File: src/rtl/spi_master_burst.sv
// SPI master with CPOL/CPHA modes, MSB/LSB order and multi-word bursts holding CS low between words.
// Optional sticky frame-done interrupt when SPI_MASTER_IRQ_EN is defined.
`timescale 1ns/1ps
module spi_master_burst #(
    parameter int DATA_WIDTH    = 8,
    parameter int NUM_CS        = 4,
    parameter int DIVIDER_WIDTH = 8,
    localparam int CSW          = (NUM_CS > 1) ? $clog2(NUM_CS) : 1
) (
    input  logic                     i_clock,
    input  logic                     i_reset,
    input  logic                     i_cpol,
    input  logic                     i_cpha,
    input  logic                     i_lsb_first,
    input  logic [DIVIDER_WIDTH-1:0] i_divider,
    input  logic [CSW-1:0]           i_cs_select,
    input  logic                     i_tx_valid,
    output logic                     o_tx_ready,
    input  logic [DATA_WIDTH-1:0]    i_tx_data,
    input  logic                     i_tx_last,
    output logic                     o_rx_valid,
    output logic [DATA_WIDTH-1:0]    o_rx_data,
    output logic                     o_busy,
    output logic                     o_spi_clock,
    output logic [NUM_CS-1:0]        o_spi_cs_n,
    output logic                     o_spi_mosi,
`ifdef SPI_MASTER_IRQ_EN
    input  logic                     i_irq_enable,
    input  logic                     i_irq_clear,
    output logic                     o_irq,
`endif
    input  logic                     i_spi_miso
);
    localparam int EW = $clog2(2 * DATA_WIDTH);
    localparam logic [EW-1:0] LAST_EDGE    = EW'(2 * DATA_WIDTH - 1);
    localparam logic [EW-1:0] LAST_SAMPLE0 = EW'(2 * DATA_WIDTH - 2);

    typedef enum logic [2:0] {S_IDLE, S_ASSERT, S_SHIFT, S_NEXT, S_HOLD, S_DEASSERT} state_t;
    state_t state_q, state_d;

    logic                     cpol_q, cpha_q, lsb_q, last_q;
    logic [DIVIDER_WIDTH-1:0] div_q, cnt_q;
    logic [CSW-1:0]           cs_sel_q, cs_sel_nxt;
    logic [DATA_WIDTH-1:0]    tx_sh_q, rx_sh_q, rx_data_q, rx_nxt;
    logic [EW-1:0]            edge_q;
    logic                     rx_valid_q, sclk_q, mosi_q;
    logic [NUM_CS-1:0]        cs_n_q, cs_n_d;
    logic accept, tick, leading, shift_edge, sample_edge, last_sample, ld_cpha, ld_lsb, cs_on;

    function automatic logic first_bit(input logic [DATA_WIDTH-1:0] d, input logic lsb);
        return lsb ? d[0] : d[DATA_WIDTH-1];
    endfunction

    function automatic logic [DATA_WIDTH-1:0] shift_word(input logic [DATA_WIDTH-1:0] d, input logic lsb);
        return lsb ? (d >> 1) : (d << 1);
    endfunction

    // Edge index parity: even edges leave the idle level (leading), odd ones return to it.
    assign tick        = (cnt_q == div_q);
    assign leading     = ~edge_q[0];
    assign shift_edge  = cpha_q ? leading : (!leading && edge_q != LAST_EDGE);
    assign sample_edge = cpha_q ? !leading : leading;
    assign last_sample = sample_edge && (edge_q == (cpha_q ? LAST_EDGE : LAST_SAMPLE0));
    assign ld_cpha     = (state_q == S_IDLE) ? i_cpha : cpha_q;
    assign ld_lsb      = (state_q == S_IDLE) ? i_lsb_first : lsb_q;
    assign rx_nxt      = lsb_q ? {i_spi_miso, rx_sh_q[DATA_WIDTH-1:1]}
                               : {rx_sh_q[DATA_WIDTH-2:0], i_spi_miso};
    assign cs_sel_nxt  = (state_q == S_IDLE && accept) ? i_cs_select : cs_sel_q;

    always_ff @(posedge i_clock) begin
        if (i_reset) state_q <= S_IDLE;
        else         state_q <= state_d;
    end

    // Handshake: a word transfers on any clock where i_tx_valid && o_tx_ready.
    always_comb begin
        state_d    = state_q;
        o_tx_ready = (state_q == S_IDLE || state_q == S_NEXT) && !i_reset;
        o_busy     = (state_q != S_IDLE);
        accept     = i_tx_valid && o_tx_ready;
        case (state_q)
            S_IDLE:     if (accept) state_d = S_ASSERT;
            S_ASSERT:   if (tick) state_d = S_SHIFT;
            S_SHIFT:    if (tick && edge_q == LAST_EDGE) state_d = last_q ? S_HOLD : S_NEXT;
            S_NEXT:     if (accept) state_d = S_ASSERT;
            S_HOLD:     if (tick) state_d = S_DEASSERT;
            S_DEASSERT: if (tick) state_d = S_IDLE;
            default:    state_d = S_IDLE;
        endcase
        cs_on  = (state_d == S_ASSERT || state_d == S_SHIFT || state_d == S_NEXT || state_d == S_HOLD);
        cs_n_d = '1;
        for (int i = 0; i < NUM_CS; i++) cs_n_d[i] = !(cs_on && cs_sel_nxt == CSW'(i));
    end

    always_ff @(posedge i_clock) begin
        if (i_reset) begin
            cpol_q <= 1'b0; cpha_q <= 1'b0; lsb_q <= 1'b0; last_q <= 1'b0;
            div_q <= '0; cnt_q <= '0; cs_sel_q <= '0; edge_q <= '0;
            tx_sh_q <= '0; rx_sh_q <= '0; rx_data_q <= '0; rx_valid_q <= 1'b0;
            sclk_q <= 1'b0; mosi_q <= 1'b0; cs_n_q <= '1;
        end else begin
            rx_valid_q <= 1'b0;
            cs_n_q     <= cs_n_d;
            if (state_q == S_IDLE || state_q == S_NEXT) cnt_q <= '0;
            else cnt_q <= tick ? '0 : cnt_q + DIVIDER_WIDTH'(1);
            if (state_q == S_IDLE) begin
                sclk_q <= i_cpol;
                if (accept) begin
                    cpol_q <= i_cpol; cpha_q <= i_cpha; lsb_q <= i_lsb_first;
                    div_q <= i_divider; cs_sel_q <= i_cs_select;
                end
            end
            // Word load is shared by the first word and every burst continuation.
            if (accept) begin
                last_q <= i_tx_last;
                edge_q <= '0;
                if (ld_cpha) begin
                    tx_sh_q <= i_tx_data;
                end else begin
                    mosi_q  <= first_bit(i_tx_data, ld_lsb);
                    tx_sh_q <= shift_word(i_tx_data, ld_lsb);
                end
            end
            if (state_q == S_SHIFT && tick) begin
                sclk_q <= ~sclk_q;
                edge_q <= (edge_q == LAST_EDGE) ? '0 : edge_q + EW'(1);
                if (shift_edge) begin
                    mosi_q  <= first_bit(tx_sh_q, lsb_q);
                    tx_sh_q <= shift_word(tx_sh_q, lsb_q);
                end
                if (sample_edge) rx_sh_q <= rx_nxt;
                if (last_sample) begin
                    rx_data_q  <= rx_nxt;
                    rx_valid_q <= 1'b1;
                end
            end
        end
    end

`ifdef SPI_MASTER_IRQ_EN
    logic irq_q;
    always_ff @(posedge i_clock) begin
        if (i_reset)                                                  irq_q <= 1'b0;
        else if (state_q == S_DEASSERT && tick && i_irq_enable)       irq_q <= 1'b1;
        else if (i_irq_clear)                                         irq_q <= 1'b0;
    end
    assign o_irq = irq_q;
`endif

    assign o_rx_valid  = rx_valid_q;
    assign o_rx_data   = rx_data_q;
    assign o_spi_clock = sclk_q;
    assign o_spi_mosi  = mosi_q;
    assign o_spi_cs_n  = cs_n_q;
endmodule

File: config.mk
export PLATFORM = sky130hd
export DESIGN_NAME = spi_master_burst
export DESIGN_NICKNAME = d
export VERILOG_FILES = /design/src/rtl/spi_master_burst.sv
export SDC_FILE = /design/constraint.sdc
export NUM_CORES = 1
export LEC_CHECK = 0
export CORE_MARGIN = 10
export CORE_UTILIZATION = 25
export DETAILED_ROUTE_END_ITERATION = 7
export GPL_TIMING_DRIVEN = 0
export PLACE_DENSITY = 0.49
export SETUP_SLACK_MARGIN = 0.5
export SLEW_MARGIN = 10
export SYNTH_ARGS = -nofsm -noshare
export SYNTH_HDL_FRONTEND = slang
export SYNTH_SLANG_ARGS = --single-unit
File: constraint.sdc
create_clock -name i_clock -period 5.05 [get_ports i_clock]
set_input_delay 1.01 -clock i_clock [delete_from_list [all_inputs] [get_ports i_clock]]
set_output_delay 1.01 -clock i_clock [all_outputs]
set_load 0.1 [all_outputs]
==> impl_metrics.toml <==
[timing]
finalClockSkew_ns = 0.007070
worst_slew_pin_slew_ns = 0.9797
rsz0062_at_grt = "no"
fmax_mhz = 246.6
slew_viol_final = 0
hold_viol = 0
layout_setup_ws_ns = 0.9944
maxSlewHeadroom_pct = 34.48
finalCritPeriodShare_pct = 80.31
fin_tns_setup_ns = 0
finalCriticalPeriod_ns = 4.056
setup_viol = 0

[run_status]
status = "completed"

[setup_path]
path_max_fanout = 10
r2r_slack_ns = 2.92
start_kind = "input pin"
path_class = "in2out"
required_ns = 4.04
end_kind = "output port"
cp.arrival_ns = 3.05

[power_and_ir_drop]
p_total_uw = 1542
p_leak_uw = 0.001435
peakVddDrop_uv = 133.5
power.density_nw_per_um2 = 393.7

[floorplan]
io_pins = 43
dieArea_um2 = 16720
die_h_um = 129.3
core-area_um2 = 11560
rows = 39
die_x_um = 129.3
start_util_pct = 25.84

[routing]
first_pass_iters = 4
vias = 2670
wl_per_cell_um = 15.51
drt-initial-drc-count = 178
ant_nets = 0
via_per_inst = 4.981
drcViolationCount = 0
routed_wl_um = 8311

[clocking]
cts_tree = "done"
numCtsBuffers = 9
cts_resized = 0
cts-root-buf = "clkbuf_16"
htreeDepth = 3
clock_sinks = 59
post_cts_buffers = 0
cts_buffer_depth = 2
insertion_delay_ns = 0.33
cts.reportedPaths.clkPinSlew_ns = 0.05
holdBufCountCts = 0

[synthesis]
ys_async_sr_fraction_pct = 0
synth_fp_nets = 365
ys_seq_area_share_pct = 39.53
netlist_top_cells_count = "59 x dfxtp_1, 33 x nor2_1, 29 x a21oi_1"
yosysMostFrequentCell = "dfxtp_1"
ys_warn_count = 0
synth.distinct_cells = 48
synthTopCellsByArea = "dfxtp_1 40%, mux2i_1 8.7%, a21oi_1 4.9%"
ys_ff_latch = 59
ys.flop_type = "dfxtp_1"
synth_top_area_share_pct = 39.53
synth_area_per_cell_um2 = 8.866
synth.largest_area_cell = "dfxtp_1"
synth_edf_count = 0
synth_area_um2 = 2988
syn_inst = 337

[global_routing]
grtUsageMet1_pct = 12.80
antenna_found_initial = 0
grt_overflow = 0
top_usage_layer = "met2"
grt_pass1_wl_um = 13530
grt_max_degree = 12
grt_pass1_vias = 2678
met2_usage_pct = 15.55
gr-usage-all-layers_pct = 10.16
globalRouteMet3Util_pct = 3.630

[layout]
drive_above_1_share_pct = 10.69
diodes = 0
utilization_pct = 33.87
area_delta_synth_final_pct = 31.11
fin_nets = 417

[placement]
hpwl_um = 6159
io_buffers = 41
preCtsSetupSlack_ns = 0.9179
gp_congestion = 0.8213

[flow_run]
drv_cap = 0

[min_path]
hp-class = "reg2reg"
[path summary, 6_finish.rpt]
path,startpoint,end,cells after the start
worst max-delay path,i_reset,o_tx_ready,4
worst min-delay path,cnt_q[0],cnt_q[0],1
worst max register to register,cnt_q[4],o_rx_data[7],6
worst min register to register,cnt_q[0],cnt_q[0],1
[final cells by class]
cell class	instances	area, um2
inverters	7	26.28
flip-flops and latches	59	1181
fillers	1198	7647
clock inverters	6	115.1
repair buffers	41	410.4
well taps	143	178.9
plain buffers	20	93.84
clock buffers	9	225.2
multi-input cells	251	1687
[critical path: stages]
cell and delay (ns):
clkbuf_1 0.20, clkbuf_1 0.33, nor3_1 0.31, clkdlybuf4s50_1 1.19
[cells in the final DEF (no fill, tap or decap), drive strengths merged, types with 3 or more instances in the layout]
cell type,instances
a211oi,8
and4,4
a21oi,29
a31oi,5
and3,9
nand3,15
o21ai,19
xnor2,11
a21o,4
nand4,4
mux2i,26
nor3,10
nand2,21
xor2,5
a311oi,8
bufinv,3
clkdlybuf4s50,41
o31ai,3
inv,7
buf,11
mux2,7
nor2,34
clkbuf,18
dfxtp,59
o211ai,4
[logic make-up (layout without fill, tap and decap cells)]
| logic type | Yosys count | count (layout) | synth area share [%] |
|---|---|---|---|
| and+or+nand+nor | 112 | 112 | 20.77 |
| AOI/OAI and AO/OA | 88 | 88 | 18.80 |
| DFF | 59 | 59 | 39.53 |
| muxes | 33 | 33 | 11.35 |
| buffers and inverters | 27 | 83 | 4.020 |
| xor gates and xnor gates | 16 | 16 | 4.690 |
| adders and majority gates | 2 | 2 | 0.8374 |
[stage by stage]
stage | hold WS [ns] | cells | area [um2]
2_1_floorplan | 0.4454 | 337 | 2988
3_3_place_gp | 0.4738 | 521 | 3577
3_5_place_dp | 0.4814 | 521 | 3577
4_1_cts | 0.4935 | 536 | 3918
5_1_grt | 0.5262 | 536 | 3918
6_report | 0.4890 | 536 | 3918
[state kept, by name, indices dropped and copies added (netlist names)]
name         cells
lsb_q            1
o_rx_valid       1
cpha_q           1
state_q          3
o_spi_cs_n       4
rx_sh_q          8
edge_q           4
o_spi_clock      1
cnt_q            8
o_spi_mosi       1
cs_sel_q         2
div_q            8
last_q           1
o_rx_data        8
tx_sh_q          8
[power by group]
group | internal, uW | switching (uW)
sequential | 494 | 21.9
combinational | 115 | 215
clock | 480 | 216
total | 1090 | 453
[per-layer routing]
metal | routed length, um | vias up
li1 | - | 1349
met1 | 3976 | 1258
met2 | 3710 | 55
met3 | 518 | 8
met4 | 105 | 0
met5 | 0 | -
No activity file was read; power rests on OpenSTA's default activity.
